`config.mk`:
```
export PLATFORM = sky130hd
export DESIGN_NAME = lm_sm_sequencer
export DESIGN_NICKNAME = d
export VERILOG_FILES = /design/src/rtl/lm_sm_sequencer.sv
export SDC_FILE = /design/constraint.sdc
export NUM_CORES = 1
export LEC_CHECK = 0
export CORE_ASPECT_RATIO = 0.7
export CORE_MARGIN = 3
export CORE_UTILIZATION = 52
export DETAILED_ROUTE_END_ITERATION = 12
export GPL_TIMING_DRIVEN = 0
export PLACE_DENSITY_LB_ADDON = 0.08
export SYNTH_ARGS = -nofsm -noshare
export SYNTH_HDL_FRONTEND = slang
export SYNTH_SLANG_ARGS = --single-unit
```
`constraint.sdc`:
```
create_clock -name clk -period 3.45 [get_ports clk]
set_clock_uncertainty 0.2 [all_clocks]
set_input_delay 0.5175 -clock clk [delete_from_list [all_inputs] [get_ports clk]]
set_output_delay 0.5175 -clock clk [all_outputs]
set_load 0.01 [all_outputs]
```
`src/rtl/lm_sm_sequencer.sv`:
```
// lm_sm_sequencer: expands an LM/SM register mask into one register/memory transfer per cycle,
// lowest register first, stepping the word address on every accepted transfer.
module lm_sm_sequencer (
    input  logic        clk,
    input  logic        rst,
    input  logic        start,
    input  logic        is_store,
    input  logic [15:0] base_addr,
    input  logic [7:0]  reg_list,
    input  logic        mem_stall,
    output logic        busy,
    output logic        op_valid,
    output logic        op_store,
    output logic [2:0]  op_reg,
    output logic [15:0] op_addr,
    output logic        done
);
    typedef enum logic {IDLE, RUN} state_t;
    state_t      state_q, state_d;
    logic [7:0]  mask_q, mask_d;
    logic [15:0] addr_q, addr_d;
    logic        store_q, store_d;
    logic        done_q, done_d;
    logic [2:0]  low;
    always_comb begin
        low = 3'd0;
        for (int i = 7; i >= 0; i--)
            if (mask_q[i]) low = 3'(i);
    end
    always_comb begin
        state_d = state_q;
        mask_d  = mask_q;
        addr_d  = addr_q;
        store_d = store_q;
        done_d  = 1'b0;
        if (state_q == IDLE) begin
            if (start && reg_list != 8'd0) begin
                mask_d  = reg_list;
                addr_d  = base_addr;
                store_d = is_store;
                state_d = RUN;
            end else begin
                done_d = start;
            end
        end else if (!mem_stall) begin
            // clearing the lowest set bit retires the transfer being presented
            mask_d = mask_q & (mask_q - 8'd1);
            addr_d = addr_q + 16'd1;
            if (mask_d == 8'd0) begin
                state_d = IDLE;
                done_d  = 1'b1;
            end
        end
    end
    always_ff @(posedge clk or posedge rst) begin
        if (rst) begin
            state_q <= IDLE;
            mask_q  <= 8'd0;
            addr_q  <= 16'd0;
            store_q <= 1'b0;
            done_q  <= 1'b0;
        end else begin
            state_q <= state_d;
            mask_q  <= mask_d;
            addr_q  <= addr_d;
            store_q <= store_d;
            done_q  <= done_d;
        end
    end
    assign busy     = state_q == RUN;
    assign op_valid = busy;
    assign op_store = busy & store_q;
    assign op_reg   = busy ? low : 3'd0;
    assign op_addr  = busy ? addr_q : 16'd0;
    assign done     = done_q;
endmodule

```
==> qor.yml, run 1 <==
setup_path:
  crit_fanout: 10
  slowest_stage: "clkdlybuf4s50_1"
  setup.worst_path.class: "reg2out"
  cp-start-kind: "register"
  worstPathCellList: "buf_2 > clkinv_1 > buf_2 > a211oi_1 > clkdlybuf4s50_1"
  crit_top_cell: "buf_2"
  arrival_ps: 2390
  cp-end-kind: "primary output"
  required_ps: 2730
  critPathBufInv: 4
  max_stage_delay_ps: 580
  cpLargestDelayFamily: "buffers and inverters"
synthesis:
  synth_edf_count: 0
  ys_seq_elements: 27
  syn_area_mm2: 0.00188
  yosysWarnings: 0
  async_flop_share_pct: 100
  ys.flop_type: "dfrtp_1"
  syn_inst: 213
  synth_cell_types: 55
  ys_seq_area_share_pct: 35.9
  syn_nets: 243
  syn_avg_cell_area_um2: 8.83
route:
  dr.pass1.iters: 4
  drc: 0
  wl_per_cell_um: 17.5
  drt_iter0_drc: 246
  ant_nets: 0
  wl_um: 5510
  viasPerCell: 6.38
  dr_total_vias: 2010
cts:
  cts.path.max_buffers: 2
  hold_buffers: 0
  cts_tree: "yes"
  cts_root_buf: "clkbuf_8"
  cts_resized: 0
  clkLatencyLatePin_ps: 280
  cts_inserted_buffers: 3
  clk_pin_slew_worst_paths_ps: 100
  clock_sinks: 27
  post_cts_buffers: 0
  htree_levels: 1
pwr:
  design_power_total_mw: 2.28
  switching_power_mw: 1.01
  power_density_mw_per_mm2: 915
  p_seq_share_pct: 28.4
  p_sw_share_pct: 44.1
  cellLeakagePower_nw: 1.01
  comb_power_share_pct: 63.4
  ir_drop_mv: 0.507
  internal_power_mw: 1.28
  clkPwrFrac_pct: 8.2
global_routing:
  grt_pass1_vias: 1733
  grt_antenna_before_repair: 0
  grt_overflow: 0
  grt_max_degree: 28
  grt_pass1_wl_um: 8780
  grt_usage_pct: 25.2
placed_design:
  io_buffers: 51
  hpwl_um: 3940
  gp_congestion: 0.875
sta:
  setup_viol: 0
  timing.final.crit_share_pct: 90.2
  fin_crit_ps: 3110
  worst_slew_pin_slew_ps: 1060
  fmax_mhz: 321
  tns_ps: 0
  rsz0062_at_grt: "no"
  drv_slew: 0
  relSlewSlack_pct: 29.5
  hold_viol_final: 0
floorplan:
  die_h_um: 56.3
  num_rows: 17
  initial_core_util_pct: 57.0
  dieArea_mm2: 0.00439
  design.core.area_mm2: 0.00330
  io_pins: 52
  dieWidth_um: 77.9
run_status:
  status: "finished, final reports clean"
cells_and_area:
  antenna_cells: 0
  nNetsFinal: 299
  area_delta_synth_final_pct: 32.7
  fill_cells: 248
  drive_gt1_share_pct: 6.34
min_path:
  min_path_type: "reg2reg"
job:
  max-cap-violations: 0
[cell usage in the layout, fill, tap and decap left out, drive strengths merged, types with 2 or more instances in the layout]
cell / instances
nor4: 3
a21oi: 7
clkdlybuf4s50: 51
o22a: 4
a22oi: 5
inv: 7
maj3: 2
mux2i: 4
o31ai: 3
dfrtp: 27
o21bai: 2
or4: 4
o221a: 3
nand4: 7
and2: 14
o22ai: 4
nor2: 15
nor3: 8
a22o: 8
nand2: 11
nand2b: 4
a221o: 3
a211oi: 2
nor2b: 3
buf: 10
and4: 2
o21ai: 10
a31oi: 2
nand3: 8
clkbuf: 12
and3: 5
[synth_stat cells, types with 3 or more instances]
library cell | count | share of area [%]
a21oi_1 | 7 | 1.9
a221o_1 | 3 | 1.6
a22o_1 | 8 | 3.7
a22oi_1 | 5 | 2.0
and2_1 | 14 | 4.7
and3_1 | 5 | 1.7
buf_2 | 4 | 1.1
clkbuf_1 | 8 | 1.6
dfrtp_1 | 27 | 36
inv_1 | 7 | 1.4
mux2i_1 | 4 | 2.1
nand2_1 | 11 | 2.2
nand2b_1 | 4 | 1.3
nand3_1 | 8 | 2.1
nand4_1 | 7 | 2.3
nor2_1 | 14 | 2.8
nor2b_1 | 3 | 1.0
nor3_1 | 8 | 2.1
nor4_1 | 3 | 1.0
o21ai_0 | 3 | 0.80
o21ai_1 | 6 | 1.6
o221a_1 | 3 | 1.8
o22a_1 | 4 | 1.9
o22ai_1 | 4 | 1.3
o31ai_1 | 3 | 1.2
[sequential cells by signal, summed over array words and instances, names as in the netlist]
name and cells:
busy 1, store_q 1, addr_q 16, mask_q 8, done 1
[tightest hold or removal path, cell delays in order (launching register included)]
cell and delay, ps:
dfrtp_1 360, nand2_1 60, nand2_1 50
[per-stage QoR]
step	setup slack, ps	hold WS [ps]	instance area, um2	utilization [%]	instances
global placement	634	260	2450	74.3	311
finish	338	299	2490	75.7	315
global route	237	319	2490	75.7	315
detailed placement	596	277	2450	74.3	311
floorplan	1270	238	1880	-	213
CTS	367	298	2490	75.7	315
[final cells by class]
type | instances | area, um2 | share of cell area (%)
Multi-Input combinational cell | 160 | 1080 | 43.3
Sequential cell | 27 | 676 | 27.1
Timing Repair Buffer | 51 | 510 | 20.5
Buffer | 18 | 95.1 | 3.81
Tap cell | 47 | 58.8 | 2.36
Clock buffer | 4 | 45.0 | 1.81
Inverter | 8 | 30.0 | 1.20
[power by group through the flow]
stage                     sequential (mW)  combinational (mW)  clock, mW
final                               0.649                1.45      0.187
after global routing                0.678                1.55      0.200
after CTS                           0.642                1.43      0.186
after detailed placement            0.647                1.42          0
after global placement              0.637                1.40          0
after floorplan                     0.603               0.913          0
[final timing paths]
kind                       depth (start not counted)  slack (ps)     from         to
max in group asynchronous                          2        1820      rst    store_q
max                                                5         340     busy  op_reg[0]
min in group asynchronous                          2         590      rst  mask_q[5]
min                                                2         300  store_q    store_q
min reg2reg                                        2         300  store_q    store_q
max reg2reg                                        6        1070     busy  mask_q[2]
[cells by family after synthesis]
family / Yosys count / share of synthesized area, %
AO/OA/AOI/OAI: 65 / 27.3
adder cells (fa/ha/maj): 3 / 1.73
buffers and inverters: 26 / 6.65
flip-flops: 27 / 35.9
multiplexers: 4 / 2.13
AND/OR/NAND/NOR: 88 / 26.2
[per-layer routing]
| layer | share of wire (%) | GRT usage [%] | vias to the layer above | wire [um] |
|---|---|---|---|---|
| li1 | - | - | 920 | - |
| met1 | 46 | 38.1 | 957 | 2520 |
| met2 | 44 | 36.7 | 129 | 2400 |
| met3 | 10 | 5.77 | 4 | 569 |
| met4 | 0.45 | 4.31 | 0 | 25 |
| met5 | 0 | 0 | - | 0 |
(Power assumes the default switching activity.)
==> run 2, diff against run 1 <==
--- a/config.mk
+++ b/config.mk
@@ -5,6 +5,7 @@
 export SDC_FILE = /design/constraint.sdc
 export NUM_CORES = 1
 export LEC_CHECK = 0
+export CAP_MARGIN = 20
 export CORE_ASPECT_RATIO = 0.7
 export CORE_MARGIN = 3
 export CORE_UTILIZATION = 52
==> run 2 against run 1 <==
Net effect: first-iteration DRC count is 14% lower; power about the same; routed wire length is 0.56% higher; hold slack lost 5.9 ps; sequential share of layout area down 0.30 points; register-to-register slack is essentially flat; clock power about the same.
==> qor.yml, run 2 (same netlist as run 1, synthesis figures left out) <==
global_routing:
  grt_overflow: 0
  grt_max_degree: 28
  grt_antenna_before_repair: 0
  grt_usage_pct: 25.2
  grt_pass1_vias: 1733
  grt_pass1_wl_um: 8780
route:
  wl_um: 5540
  wl_met1_um: 2490
  dr_total_vias: 1983
  ant_nets: 0
  route.met2.wl_um: 2470
  drt_iter0_drc: 212
  wl_met3_um: 545
  drc: 0
  highest_layer: "met4"
  viasPerCell: 6.28
  wl_per_cell_um: 17.5
  dr.pass1.iters: 4
pwr:
  p_sw_share_pct: 43.9
  design_power_total_mw: 2.28
  p_seq_share_pct: 28.5
  comb_power_share_pct: 63.3
  clkPwrFrac_pct: 8.1
  power_density_mw_per_mm2: 904
  switching_power_mw: 1.00
  ir_drop_mv: 0.508
  internal_power_mw: 1.28
  cellLeakagePower_nw: 1.02
setup_path:
  arrival_ps: 2400
  setup.worst_path.class: "reg2out"
  crit_fanout: 10
  cp-start-kind: "register"
  required_ps: 2730
  cp-end-kind: "primary output"
cts:
  post_cts_buffers: 0
  cts.path.max_buffers: 2
  cts_inserted_buffers: 3
  hold_buffers: 0
  clk_pin_slew_worst_paths_ps: 100
  htree_levels: 1
  cts_resized: 0
  clkLatencyLatePin_ps: 280
  clock_sinks: 27
  cts_tree: "yes"
  cts_root_buf: "clkbuf_8"
cells_and_area:
  area_delta_synth_final_pct: 34.1
  layout.cells.most_common_list: "clkdlybuf4s50_1 (51), dfrtp_1 (27), nor2_1 (14), and2_1 (14), nand2_1 (11)"
  nNetsFinal: 300
  final_common_cell: "clkdlybuf4s50_1"
  top_register: "addr_q"
  fill_cells: 241
  drive_gt1_share_pct: 6.69
  final_util_pct: 76.5
  reg.largest.list: "addr_q (16), mask_q (8)"
  antenna_cells: 0
  largest_register_ff_count: 16
floorplan:
  die_h_um: 56.3
  num_rows: 17
  io_pins: 52
  dieWidth_um: 77.9
  design.core.area_mm2: 0.00330
  dieArea_mm2: 0.00439
  initial_core_util_pct: 57.0
run_status:
  status: "finished, final reports clean"
sta:
  drv_slew: 0
  hold-worst-slack_ps: 293
  worst_slew_pin_slew_ps: 817
  timing.final.crit_share_pct: 90.5
  fin_crit_ps: 3120
  fmax_mhz: 320
  setup_viol: 0
  tns_ps: 0
  hold_viol_final: 0
  relSlewSlack_pct: 45.1
  rsz0062_at_grt: "no"
placed_design:
  hpwl_um: 3940
  gp_congestion: 0.875
  io_buffers: 51
min_path:
  min_path_type: "reg2reg"
job:
  max-cap-violations: 0
run 2: cell count changes in the layout (fill, tap and decap cells not counted):
cell and delta:
buf_16 +1
run 2: power groups by stage:
stage / clock network [mW] / registers [mW] / logic, mW
floorplan: 0 / 0.603 / 0.913
global placement: 0 / 0.637 / 1.40
detailed placement: 0 / 0.647 / 1.42
CTS: 0.186 / 0.642 / 1.43
global route: 0.200 / 0.678 / 1.56
finish: 0.186 / 0.650 / 1.45
run 2: area by class of cell:
class / count / area, um2 / share of cell area, %
Sequential cell: 27 / 676 / 26.8
Timing Repair Buffer: 52 / 538 / 21.3
Tap cell: 47 / 58.8 / 2.33
Multi-Input combinational cell: 160 / 1080 / 42.8
Inverter: 8 / 30.0 / 1.19
Buffer: 18 / 95.1 / 3.77
Clock buffer: 4 / 45.0 / 1.79
run 2: metal layers:
| layer | up-vias | global-route usage (%) |
|---|---|---|
| li1 | 921 | - |
| met1 | 948 | 38.1 |
| met2 | 108 | 36.7 |
| met3 | 6 | 5.77 |
| met4 | 0 | 4.31 |
| met5 | - | 0 |
run 2: critical path, cell delays in order (launching register included):
cell and delay, ps:
dfrtp_1 400, buf_2 260, clkinv_1 310, buf_2 300
a211oi_1 270, clkdlybuf4s50_1 580
run 2: final timing paths:
check / start / to / slack, ps / cells after the start
max in group asynchronous: rst / mask_q[0] / 2240 / 3
min reg2reg: store_q / store_q / 290 / 2
max reg2reg: busy / mask_q[2] / 1060 / 6
max: busy / op_reg[0] / 330 / 5
min in group asynchronous: rst / done / 350 / 2
min: store_q / store_q / 290 / 2
run 2: per-stage QoR:
step	cell area, um2	std cells	setup WS [ps]
6_report	2520	316	329
5_1_grt	2520	316	228
4_1_cts	2490	315	367
3_5_place_dp	2450	311	596
3_3_place_gp	2450	311	634
2_1_floorplan	1880	213	1270
